File: config.mk
export PLATFORM = sky130hd
export DESIGN_NAME = apb_cmd_master
export DESIGN_NICKNAME = d
export VERILOG_FILES = /design/src/rtl/apb_cmd_master.sv
export SDC_FILE = /design/constraint.sdc
export NUM_CORES = 1
export LEC_CHECK = 0
export BUFFER_PORTS_ARGS = -buffer_cell sky130_fd_sc_hd__buf_4
export CAP_MARGIN = 20
export CELL_PAD_IN_SITES_DETAIL_PLACEMENT = 1
export CELL_PAD_IN_SITES_GLOBAL_PLACEMENT = 2
export CORE_MARGIN = 2
export CORE_UTILIZATION = 33
export CTS_BUF_LIST = sky130_fd_sc_hd__clkbuf_8
export CTS_CLUSTER_SIZE = 12
export DETAILED_ROUTE_END_ITERATION = 12
export PLACE_DENSITY_LB_ADDON = 0.1
export SYNTH_ARGS = -nofsm -noshare
export SYNTH_HDL_FRONTEND = slang
export SYNTH_SLANG_ARGS = --single-unit
File: constraint.sdc
create_clock -name clk -period 3.1 [get_ports clk]
set_clock_uncertainty 0.1 [all_clocks]
set_input_delay 0.155 -clock clk [delete_from_list [all_inputs] [get_ports clk]]
set_output_delay 0.155 -clock clk [all_outputs]
set_load 0.01 [all_outputs]
File: src/rtl/apb_cmd_master.sv
// Single-outstanding APB initiator bridging a valid/ready command stream
// to APB transfers and returning status on a valid/ready response stream.
//
// Ports:
//   clk, reset_n                  clock, async active-low reset
//   cmd_valid_i / cmd_ready_o     command handshake
//   cmd_write_i, cmd_addr_i,
//   cmd_wdata_i                   command fields
//   rsp_valid_o / rsp_ready_i     response handshake
//   rsp_rdata_o, rsp_err_o,
//   rsp_timeout_o                 response fields
//   psel_o, penable_o, pwrite_o,
//   paddr_o, pwdata_o             APB request
//   prdata_i, pready_i, pslverr_i APB completion
module apb_cmd_master #(
    parameter int ADDR_WIDTH     = 16,
    parameter int DATA_WIDTH     = 32,
    parameter int TIMEOUT_CYCLES = 256
) (
    input  logic                  clk,
    input  logic                  reset_n,
    input  logic                  cmd_valid_i,
    output logic                  cmd_ready_o,
    input  logic                  cmd_write_i,
    input  logic [ADDR_WIDTH-1:0] cmd_addr_i,
    input  logic [DATA_WIDTH-1:0] cmd_wdata_i,
    output logic                  rsp_valid_o,
    input  logic                  rsp_ready_i,
    output logic [DATA_WIDTH-1:0] rsp_rdata_o,
    output logic                  rsp_err_o,
    output logic                  rsp_timeout_o,
    output logic                  psel_o,
    output logic                  penable_o,
    output logic                  pwrite_o,
    output logic [ADDR_WIDTH-1:0] paddr_o,
    output logic [DATA_WIDTH-1:0] pwdata_o,
    input  logic [DATA_WIDTH-1:0] prdata_i,
    input  logic                  pready_i,
    input  logic                  pslverr_i
);

    // Counter only needs to reach TIMEOUT_CYCLES-1: the abort fires in the
    // ACCESS cycle whose wait would make the count equal the limit.
    localparam int CW = (TIMEOUT_CYCLES > 1) ? $clog2(TIMEOUT_CYCLES) : 1;
    localparam logic [CW-1:0] TMAX =
        CW'((TIMEOUT_CYCLES > 0) ? TIMEOUT_CYCLES - 1 : 0);
    localparam bit TO_EN = (TIMEOUT_CYCLES != 0);

    typedef enum logic [1:0] {
        IDLE,
        SETUP,
        ACCESS,
        RESP
    } state_t;

    state_t        state;
    logic [CW-1:0] wait_cnt;

    always_ff @(posedge clk or negedge reset_n) begin
        if (!reset_n) begin
            state         <= IDLE;
            wait_cnt      <= '0;
            cmd_ready_o   <= 1'b0;
            rsp_valid_o   <= 1'b0;
            rsp_rdata_o   <= '0;
            rsp_err_o     <= 1'b0;
            rsp_timeout_o <= 1'b0;
            psel_o        <= 1'b0;
            penable_o     <= 1'b0;
            pwrite_o      <= 1'b0;
            paddr_o       <= '0;
            pwdata_o      <= '0;
        end else begin
            unique case (state)
                IDLE: begin
                    // Ready comes up one cycle after reset release.
                    cmd_ready_o <= 1'b1;
                    if (cmd_valid_i && cmd_ready_o) begin
                        pwrite_o    <= cmd_write_i;
                        paddr_o     <= cmd_addr_i;
                        pwdata_o    <= cmd_wdata_i;
                        psel_o      <= 1'b1;
                        cmd_ready_o <= 1'b0;
                        state       <= SETUP;
                    end
                end
                SETUP: begin
                    penable_o <= 1'b1;
                    wait_cnt  <= '0;
                    state     <= ACCESS;
                end
                ACCESS: begin
                    // pready has priority over a coincident timeout.
                    if (pready_i) begin
                        rsp_rdata_o   <= (!pwrite_o && !pslverr_i)
                                         ? prdata_i : '0;
                        rsp_err_o     <= pslverr_i;
                        rsp_timeout_o <= 1'b0;
                        rsp_valid_o   <= 1'b1;
                        psel_o        <= 1'b0;
                        penable_o     <= 1'b0;
                        state         <= RESP;
                    end else if (TO_EN && wait_cnt == TMAX) begin
                        rsp_rdata_o   <= '0;
                        rsp_err_o     <= 1'b1;
                        rsp_timeout_o <= 1'b1;
                        rsp_valid_o   <= 1'b1;
                        psel_o        <= 1'b0;
                        penable_o     <= 1'b0;
                        state         <= RESP;
                    end else begin
                        wait_cnt <= wait_cnt + 1'b1;
                    end
                end
                RESP: begin
                    if (rsp_ready_i) begin
                        rsp_valid_o <= 1'b0;
                        cmd_ready_o <= 1'b1;
                        state       <= IDLE;
                    end
                end
                default: state <= IDLE;
            endcase
        end
    end

endmodule

# Yosys cells after proc, flatten, opt, wreduce, memory -nomap -nowiden
# Cells that the tools add are included.
[classes]
n_eq_ne = 9
add_sub_neg = 1
muxes = 25
reduce_logical = 18
[ops]
columns = ["cell", "count"]
rows = [
  ["32-bit two-way mux", 3],
  ["8-bit two-way mux", 2],
  ["8-bit case mux with 2 select lines", 1],
  ["3-bit AND reduction", 4],
  ["1-bit two-way mux", 10],
  ["2-bit nonzero test", 5],
  ["8-bit by 1-bit adder with 8-bit output (second input constant)", 1],
  ["8-bit equality test (second input constant)", 1],
  ["2-bit two-way mux", 4],
  ["2-bit inequality test (second input constant)", 4],
  ["1-bit case mux with 2 select lines", 4],
  ["2-bit case mux with 4 select lines", 1],
  ["2-bit AND reduction", 4],
  ["2-bit equality test (second input constant)", 2],
  ["3-bit inequality test (second input constant)", 1],
  ["2-bit by 1-bit equality test with 1-bit output (second input constant)", 1],
  ["1-bit logical AND", 2],
  ["1-bit zero test", 2],
  ["2-bit zero test", 1],
]
[totals]
regBits = 97
word_cells = 65

# Longest topological paths before layout
[depth]
word_depth = 4
ltp_mapped = 6
ltp_nobuf = 6

# Worst setup path before layout
# No wires, ideal clock.
[synth_timing]
path_kind = "register to register"
startpoint = "register wait_cnt[0]"
endpoint = "register wait_cnt[3]"
path_slack_ps = 1145
n_path_buf = 1
stages_incl_launch_ff = 7
arrival_ps = 1785
required_time_ps = 2931
cell_sequence = "dfrtp_1 > ha_1 > and4_4 > a41o_1 > buf_6 > or4_1 > nand3_1"
[synth_via]
elab_chain_len = 4
[synth_lines]
columns = ["item", "line_no", "rtl"]
rows = [
  ["start, declared", "57", "logic [CW-1:0] wait_cnt;"],
  ["start signal, assigned", "112", "wait_cnt <= wait_cnt + 1'b1;"],
  ["8-bit by 1-bit adder with 8-bit output", "112", ""],
  ["8-bit two-way mux", "103", "end else if (TO_EN && wait_cnt == TMAX) begin"],
  ["8-bit two-way mux", "94", "if (pready_i) begin"],
  ["8-bit case mux with 2 select lines", "74", "unique case (state)"],
]
# Several ways; a longest one is shown, not always the timed one. The select of a mux whose other input is x is not followed.
# A chain may end at the register's enable or synchronous reset.

# Final worst setup path
[layout_timing]
startpoint = "register state[0]"
endpoint = "register wait_cnt[5]"
[layout_via]
elab_chain_len = 3
[layout_lines]
columns = ["item", "line_no", "rtl"]
rows = [
  ["start, declared", "56", "state_t state;"],
  ["start signal, assigned", "61", "state <= IDLE;"],
  ["start signal, assigned", "84", "state <= SETUP;"],
  ["start signal, assigned", "90", "state <= ACCESS;"],
  ["2-bit equality test / 2-bit by 1-bit equality test with 1-bit output (equally long branches)", "74", ""],
  ["2-bit inequality test (no line) / 2-bit nonzero test (equally long branches)", "n/a", ""],
  ["3-bit AND reduction (no line)", "n/a", ""],
]
# Several ways; a longest one is shown, not always the timed one.

==> summary.md <==
| Metric | Value |
|---|---|
| Ant. Diodes | 0 |
| Worst R2R Start | state[0] |
| Synth Warn # | 0 |
| Area Overhead vs Synth | 66.8% |
| Fmax | 429 MHz |
| Critical path class | register to register |
| RSZ-0062 raised after global routing | no |
| IO Count | 174 |
| Largest family of logic cells by synthesized area | multiplexers |
| Core box area | 11300 um2 |
| Number of post-CTS setup repair buffers | 0 |
| DRT Wirelength | 11700 um |
| # rows | 39 |
| # H-tree levels | 3 |
| Pre-CTS WS | 0.769 ns |
| Max FO, Critical Path | 11 |
| Outcome | completed |
| Nets | 620 |
| Layout Utilization | 56.2% |
| Setup tns final | 0 ns |
| Post-DP Area | 5290 um2 |
| Syn Inst Count | 271 |
| Clock Root Buffer | clkbuf_8 |
| Worst-margin pin slew | 0.768 ns |
| DRC | 0 |
| Depth of the most critical reg-to-reg path | 6 |
| Post-Synth Simple-Gate Area | 5.61% |
| CTS tree | done |
| Grt ovf | 0 |
| Startpoint types | register |
| Syn nets | 362 |
| Compound-Gate Fraction of Synth Area | 11.9% |
| Post_cts resized | 0 |
| WL per Instance | 17.3 um |
| Syn_area_per_cell | 14.1 um2 |
| GRT Overall Usage | 19.0% |
| DP HPWL | 7630 um |
| Most frequent cells in the layout | buf_4, dfrtp_1, dlygate4sd3_1 |
| DR vias | 3260 |
| Post-synthesis mux area share | 15.0% |
| Pwr dens | 878 nW/um2 |
| CTS hold repair buffers | 85 |
| Seq/Total Area, Yosys | 63.7% |
| Worst VDD drop | 0.000383 V |
| Synth area leaders | dfrtp_1, mux2_2, a22o_1 |
| Clock Latency Late Sink | 0.36 ns |
| Arrival @ worst endpoint | 2.54 ns |
| IO buf count | 173 |
| Final Setup Violations | 0 |
| Synth Cell Area | 3810 um2 |
| Die Ht | 111 um |
| Max_slew headroom | 48.8% |
| Slowest CP cell | or4b_2 |
| Dpl cells | 576 |
| Cell Chain, Critical Path | inv_1 -> ha_1 -> inv_1 -> or4b_2 -> or3_1 -> nand3_1 |
| Reg-to-Reg End | wait_cnt[5] |
| PnR worst setup slack | 0.767 ns |
| Initial antenna violation count | 0 |
| First-pass GRT wire length | 18800 um |
| CTS buffer count | 9 |
| Via count of the first global-routing pass | 3532 |
| Crit share post-route | 75.3% |
| Yosys reg bits | 97 |
| Crit path capture type | register |
| Drt initial violations | 109 |
| WHS Path Cells | 4 |
| Slew Viols, Final | 0 |
| Sequential Area | 2430 um2 |
| Post-Synth XOR/XNOR Area | 0% |
| Max-cap violations | 0 |
| Yosys cell types | 36 |
| Commonest non-fill, non-tap cell in the layout | buf_4 |
| Leakage | 3.06 nW |
| Clock transition at path regs | 0.10 ns |
| Final GP Congestion | 0.770 |
| CP max stage delay | 0.63 ns |
| Die width | 111 um |
| Initial Util | 33.7% |
| Share of layout cells above drive strength 1 | 46.5% |
| Non-filler instance count after layout | 676 |
| DR vias/cell | 4.82 |
| DIE AREA | 12400 um2 |
| Crit path required time | 3.31 ns |
| Hold Fails Final Rpt | 0 |
| Final ANT Viol Nets | 0 |
| Clk sink count | 97 |
| Origin of the worst min-delay path | cmd_valid_i |
| Finished Cell Area | 6360 um2 |
| # fillers | 1161 |
| Tmin final | 2.33 ns |
| Area of the multi-input gates | 1310 um2 |
| DRT Pass-1 Iters | 4 |
| Hold WC Path Type | input port to register |
| Hold EP | psel_o |
| R2R Setup Slk | 0.77 ns |
| Clock buffer depth | 2 |
| Synth Area in Adders | 1.31% |
| Post-synth top area cell | dfrtp_1 |
| Largest net degree at the start of global routing | 61 |
| Most used cell, CP | inv_1 |
| Share of the synthesized area in the top cell type | 63.7% |
-- area by class of cell --
type | count | share of cell area [%]
Sequential cell | 97 | 38.2
Timing Repair Buffer | 264 | 34.7
Multi-Input combinational cell | 152 | 20.6
Tap cell | 143 | 2.81
Clock buffer | 10 | 2.16
Clock inverter | 5 | 1.26
Inverter | 5 | 0.295
-- worst max-delay path: cells and delay by family, from the launching register on --
family,cells,cell delay [ns]
fa+ha+maj,1,0.48
flops,1,0.39
buf+inv,2,0.29
simple gates,3,1.03
-- cell families after synthesis --
| group | Yosys count |
|---|---|
| compound gates | 57 |
| fa+ha+maj | 4 |
| buf+inv | 22 |
| flops | 97 |
| mux | 51 |
| simple gates | 40 |
-- power breakdown --
group	internal [mW]	switching (mW)
clock	0.471	0.439
combinational	1.40	1.08
sequential	1.84	0.352
total	3.71	1.88
-- sequential cells by signal, indices dropped and copies added, names as in the netlist --
signal,flops
pwdata_o,32
rsp_rdata_o,32
paddr_o,16
wait_cnt,8
state,2
cmd_ready_o,1
penable_o,1
psel_o,1
pwrite_o,1
rsp_err_o,1
rsp_timeout_o,1
rsp_valid_o,1
-- per-stage QoR --
stage | power, mW | hold WS [ns]
2_1_floorplan | 3.32 | -0.241
3_3_place_gp | 4.53 | 0.178
3_5_place_dp | 4.61 | 0.177
4_1_cts | 5.62 | 0.157
5_1_grt | 5.93 | 0.241
6_report | 5.58 | 0.174
-- cell usage after synthesis --
library cell	count
inv_1	5
o311ai_0	2
a41o_1	1
or3_1	1
buf_2	4
a221oi_1	1
o211ai_1	1
nor4bb_1	1
dfrtp_1	97
o221ai_1	1
mux2_2	49
nor3_1	1
nor4b_1	1
o31ai_1	1
o21ai_0	7
buf_6	1
and4_4	1
or4b_2	1
nand2b_1	1
nor2_1	3
a2bb2oi_1	1
or4_1	1
a21oi_1	3
ha_1	4
mux2i_1	2
buf_1	6
nand3_1	13
nand2_1	12
nor4_1	1
nand3b_1	2
a31oi_1	4
clkbuf_1	6
nor2b_1	1
o32a_2	1
a22o_1	33
a41oi_1	1
-- worst max-delay path by stage --
stage | startpoint | end | depth (start not counted)
4_1_cts | state[0] | wait_cnt[5] | 6
3_3_place_gp | state[0] | wait_cnt[5] | 6
6_report | state[0] | wait_cnt[5] | 6
5_1_grt | state[0] | wait_cnt[5] | 6
2_1_floorplan | wait_cnt[0] | wait_cnt[3] | 6
3_5_place_dp | state[0] | wait_cnt[5] | 6
-- per-layer routing --
| layer | global-route usage (%) | wire length (um) |
|---|---|---|
| met1 | 24.8 | 5220 |
| met2 | 30.9 | 5560 |
| met4 | 8.56 | 284 |
| met3 | 3.92 | 634 |
| met5 | 0 | 0 |
(Power assumes the default switching activity.)
